`src/rtl/irq_ctrl.sv`:
```
// External interrupt controller: latched/masked sources, fixed priority, claim/complete register port.
// Define IRQ_SYNC_EN to insert a 2-flop synchroniser on every irq_src bit.

module irq_ctrl_lane (
  input  logic clk,
  input  logic rst,
  input  logic src,
  input  logic mode,
  input  logic clr,
  output logic pend
);
  logic src_s, src_prev;

`ifdef IRQ_SYNC_EN
  logic sync1, sync2;
  always_ff @(posedge clk) begin
    if (rst) begin
      sync1 <= 1'b0;
      sync2 <= 1'b0;
    end else begin
      sync1 <= src;
      sync2 <= sync1;
    end
  end
  assign src_s = sync2;
`else
  assign src_s = src;
`endif

  // Edge mode: a new edge in the same cycle as a clear keeps the bit pending.
  always_ff @(posedge clk) begin
    if (rst) begin
      src_prev <= 1'b0;
      pend     <= 1'b0;
    end else begin
      src_prev <= src_s;
      pend     <= mode ? ((pend & ~clr) | (src_s & ~src_prev)) : src_s;
    end
  end
endmodule

module irq_ctrl #(
  parameter int NUM_SRC = 4,
  parameter int ID_W    = 3
) (
  input  logic               clk,
  input  logic               rst,
  input  logic [NUM_SRC-1:0] irq_src,
  input  logic               cfg_we,
  input  logic               cfg_re,
  input  logic [1:0]         cfg_addr,
  input  logic [31:0]        cfg_wdata,
  output logic [31:0]        cfg_rdata,
  output logic               irq_out
);
  typedef enum logic [1:0] {S_IDLE, S_ASSERT, S_SERVICE} state_t;

  state_t              state, state_n;
  logic [NUM_SRC-1:0]  enable, mode, pending, req, clr, sel_oh;
  logic [ID_W-1:0]     sel, cur_id;
  logic                claim_rd, claim_wr, any_req;
  logic [31:0]         rdata_n;
  logic                unused_wdata;

  assign unused_wdata = ^cfg_wdata[31:NUM_SRC];

  assign req      = pending & enable;
  assign any_req  = |req;
  assign claim_rd = cfg_re && (cfg_addr == 2'd3) && (state == S_ASSERT) && any_req;
  assign claim_wr = cfg_we && (cfg_addr == 2'd3);

  always_comb begin
    sel    = '0;
    sel_oh = '0;
    for (int i = NUM_SRC - 1; i >= 0; i--) begin
      if (req[i]) begin
        sel       = ID_W'(i);
        sel_oh    = '0;
        sel_oh[i] = 1'b1;
      end
    end
  end

  // Lanes ignore clr in level mode, so W1C and claim clears can be applied blindly.
  assign clr = ((cfg_we && cfg_addr == 2'd2) ? cfg_wdata[NUM_SRC-1:0] : '0)
             | (claim_rd ? sel_oh : '0);

  for (genvar i = 0; i < NUM_SRC; i++) begin : g_lane
    irq_ctrl_lane u_lane (
      .clk  (clk),
      .rst  (rst),
      .src  (irq_src[i]),
      .mode (mode[i]),
      .clr  (clr[i]),
      .pend (pending[i])
    );
  end

  always_comb begin
    state_n = state;
    case (state)
      S_IDLE:    if (any_req) state_n = S_ASSERT;
      S_ASSERT:  if (claim_rd) state_n = S_SERVICE;
                 else if (!any_req) state_n = S_IDLE;
      S_SERVICE: if (claim_wr && cfg_wdata[ID_W-1:0] == cur_id) state_n = S_IDLE;
      default:   state_n = S_IDLE;
    endcase
  end

  always_comb begin
    rdata_n = '0;
    case (cfg_addr)
      2'd0: rdata_n = 32'(enable);
      2'd1: rdata_n = 32'(mode);
      2'd2: rdata_n = 32'(pending);
      2'd3: if (claim_rd) rdata_n = {1'b1, {(31-ID_W){1'b0}}, sel};
      default: rdata_n = '0;
    endcase
  end

  always_ff @(posedge clk) begin
    if (rst) begin
      state     <= S_IDLE;
      cur_id    <= '0;
      enable    <= '0;
      mode      <= '0;
      cfg_rdata <= '0;
      irq_out   <= 1'b0;
    end else begin
      state   <= state_n;
      irq_out <= (state_n == S_ASSERT);
      if (claim_rd) cur_id <= sel;
      if (cfg_we && cfg_addr == 2'd0) enable <= cfg_wdata[NUM_SRC-1:0];
      if (cfg_we && cfg_addr == 2'd1) mode   <= cfg_wdata[NUM_SRC-1:0];
      if (cfg_re) cfg_rdata <= rdata_n;
    end
  end
endmodule

```
`config.mk`:
```
export PLATFORM = sky130hd
export DESIGN_NAME = irq_ctrl
export DESIGN_NICKNAME = d
export VERILOG_FILES = /design/src/rtl/irq_ctrl.sv
export SDC_FILE = /design/constraint.sdc
export NUM_CORES = 1
export LEC_CHECK = 0
export CAP_MARGIN = 30
export CORE_UTILIZATION = 42
export CTS_CLUSTER_DIAMETER = 120
export DETAILED_ROUTE_END_ITERATION = 16
export GPL_TIMING_DRIVEN = 0
export PLACE_DENSITY = 0.87
export SLEW_MARGIN = 5
export SYNTH_ARGS = -nofsm -noshare
export SYNTH_HDL_FRONTEND = slang
export SYNTH_HIERARCHICAL = 1
export SYNTH_SLANG_ARGS = --single-unit
```
`constraint.sdc`:
```
create_clock -name clk -period 4.3 [get_ports clk]
set_clock_uncertainty 0.05 [all_clocks]
set_input_delay 0.645 -clock clk [delete_from_list [all_inputs] [get_ports clk]]
set_output_delay 0.645 -clock clk [all_outputs]
set_load 0.1 [all_outputs]
```
==> run_results.csv <==
group,metric,value,unit
global_routing,overflow,0,
yosys,syn_inst,152,
global_routing,antenna_found_initial,0,
timing,slew_headroom,0.351,
outcome,run_status,"completed",
placement,place.gp.congestion,0.860,
clock_tree,cts_tree,"yes",
cells_and_area,drive_gt1_frac,0.195,
critical_path,critPathMaxFanout,3,
route,wl_met3,187,um
critical_path,path_buf_inv,1,
yosys,synthArstFlopShare,0,
flow_run,maxCapViolations,0,
yosys,synth_edf_count,0,
floorplan,die_h,59.4,um
critical_path,arrival,1.86,ns
yosys,synth.cell_area,1390,sq um
hold_path,hp-class,"flop to flop",
critical_path,crit_path_end_kind,"primary output",
timing,max_freq,392,MHz
critical_path,start_kind,"flop",
timing,fin_tns_setup,0,ns
route,highest_layer,"met4",
yosys,syn_area_per_cell,9.11,sq um
pwr,power_leakage,0.817,nW
route,vias,1138,
clock_tree,path_clk_slew,0.14,ns
clock_tree,cts_num_sinks,26,
timing,tightest_slew,0.970,ns
route,ant_nets,0,
floorplan,io_pins,75,
floorplan,start_util,0.446,
clock_tree,clockBufferDepth,2,
critical_path,cp_slowest_stage_delay,1.15,ns
route,m1WireLength,1200,um
timing,slew_violations,0,
critical_path,cp_top_family,"buffers and inverters",
clock_tree,ctsResizeCount,0,
critical_path,cp_data_required_time,3.61,ns
critical_path,rrSetupSlack,2.57,ns
placement,port_buffers,19,
yosys,yosysSeqAreaShare,0.376,
floorplan,die_w,59.4,um
clock_tree,cts-root-buf,"clkbuf_4",
cells_and_area,n_fill_cell,298,
critical_path,worst_path_max_delay_cell,"clkdlybuf4s50_1",
cells_and_area,area_delta_synth_final,26.4,%
route,wl_met2,1320,um
pwr,ir_worst_vdd,0.000245,V
clock_tree,cts_hold_buf,0,
yosys,synth_cell_types,35,
floorplan,coreArea,3100,sq um
global_routing,grt_max_degree,14,
cells_and_area,regArea,520,sq um
pwr,p_per_area,315,nW/um^2
timing,finalCritPeriodShare,0.593,
yosys,synth_ff_type,"dfxtp_1",
yosys,ys_warn_count,6,
timing,setup_violations,0,
route,dr.pass1.iters,4,
placement,dp_hpwl,2110,um
critical_path,crit_type,"flop to primary output",
clock_tree,cts_made_buffers,3,
global_routing,grt_pass1_wl,4580,um
global_routing,grt_pass1_vias,1033,
clock_tree,clk_latency,0.32,ns
route,viasPerCell,4.66,
cells_and_area,final_util,0.564,
cells_and_area,diodes,0,
clock_tree,htree_levels,1,
yosys,synth_seq_cells,26,
timing,hold_viol_final,0,
route,wl_per_cell,11.1,um
critical_path,cp_cell_sequence,"clkdlybuf4s50_1",
route,drt_iter0_drc,44,
cells_and_area,layout_common_cells,"buf_4 (27), conb_1 (27), dfxtp_1 (26)",
floorplan,die_area,3530,sq um
route,routed_wirelength,2720,um
global_routing,grt_usage,0.173,
cells_and_area,multi_input_area,727,sq um
timing,rsz0062_at_grt,"no",
timing,period_needed,2.55,ns
clock_tree,cts_setup_buffers,0,
floorplan,rows,20,
route,drc,0,
cells_and_area,nets,244,
[cell families (layout without fill, tap and decap cells)]
family	after synthesis	after routing	synth area share
xor+xnor	2	2	0.0126
flops	26	26	0.376
simple gates	48	48	0.198
other cells	1	27	0.00271
compound gates	30	30	0.169
buf+inv	35	57	0.170
mux	10	10	0.0723
[power by group]
part           internal (W)  switching (W)  leakage [nW]  total, W
clock network     0.0000328      0.0000692        0.0138  0.000102
registers          0.000250     0.00000770         0.213  0.000258
logic             0.0000463       0.000145         0.590  0.000191
[registers in the layout, summed over array words and instances (netlist names)]
register                count
cfg_rdata                   5
irq_out                     1
state                       2
g_lane.u_lane/pend          4
enable                      4
mode                        4
cur_id                      2
g_lane.u_lane/src_prev      4
[layer usage]
| layer | GRT usage | vias up |
|---|---|---|
| met4 | 0.0476 | 0 |
| met1 | 0.223 | 514 |
| met2 | 0.279 | 43 |
| met3 | 0.0502 | 2 |
| met5 | 0 | - |
| li1 | - | 579 |
[synthesized netlist by cell type, types with 2 or more instances]
cell type / instances / area share
a31oi_1: 2 / 0.0090
mux2i_1: 10 / 0.072
nor2_1: 15 / 0.041
and4bb_1: 4 / 0.036
o21ai_1: 2 / 0.0072
a32o_1: 3 / 0.022
a211oi_2: 2 / 0.018
a21o_1: 4 / 0.022
buf_2: 2 / 0.0072
nand2_1: 14 / 0.038
a221oi_1: 3 / 0.019
buf_4: 27 / 0.15
a21oi_1: 5 / 0.018
a211oi_1: 3 / 0.016
and2b_1: 4 / 0.022
xor2_1: 2 / 0.013
clkbuf_1: 2 / 0.0054
inv_1: 3 / 0.0081
o31ai_1: 2 / 0.011
dfxtp_1: 26 / 0.38
a22oi_1: 2 / 0.011
nor3_1: 2 / 0.0072
[stage by stage]
step	std cells	setup WS (ns)	hold WS [ns]	cell area [sq um]	power, W
final	244	1.75	0.420	1750	0.000551
after global routing	244	1.69	0.452	1750	0.000574
after CTS	244	1.74	0.426	1750	0.000552
after detailed placement	241	1.68	0.404	1730	0.000453
after global placement	241	1.68	0.395	1730	0.000451
after floorplan	178	2.53	0.393	1480	0.000426
[final timing paths]
path / from / endpoint / cells past startpoint
min: cfg_rdata[31]$_SDFFE_PP0P_ / cfg_rdata[31]$_SDFFE_PP0P_ / 2
max: cfg_rdata[0]$_SDFFE_PP0P_ / cfg_rdata[0] / 1
max reg2reg: state[0]$_SDFF_PP0_ / g_lane[3].u_lane/pend$_SDFF_PP0_ / 6
min reg2reg: cfg_rdata[31]$_SDFFE_PP0P_ / cfg_rdata[31]$_SDFFE_PP0P_ / 2
[area by class of cell]
class	instances	share of cell area
multi-input combinational	117	0.415
sequential	26	0.297
buffer	31	0.126
timing repair buffer	19	0.109
tap	44	0.0315
clock buffer	3	0.0129
inverter	4	0.00858
(Power assumes the default switching activity.)
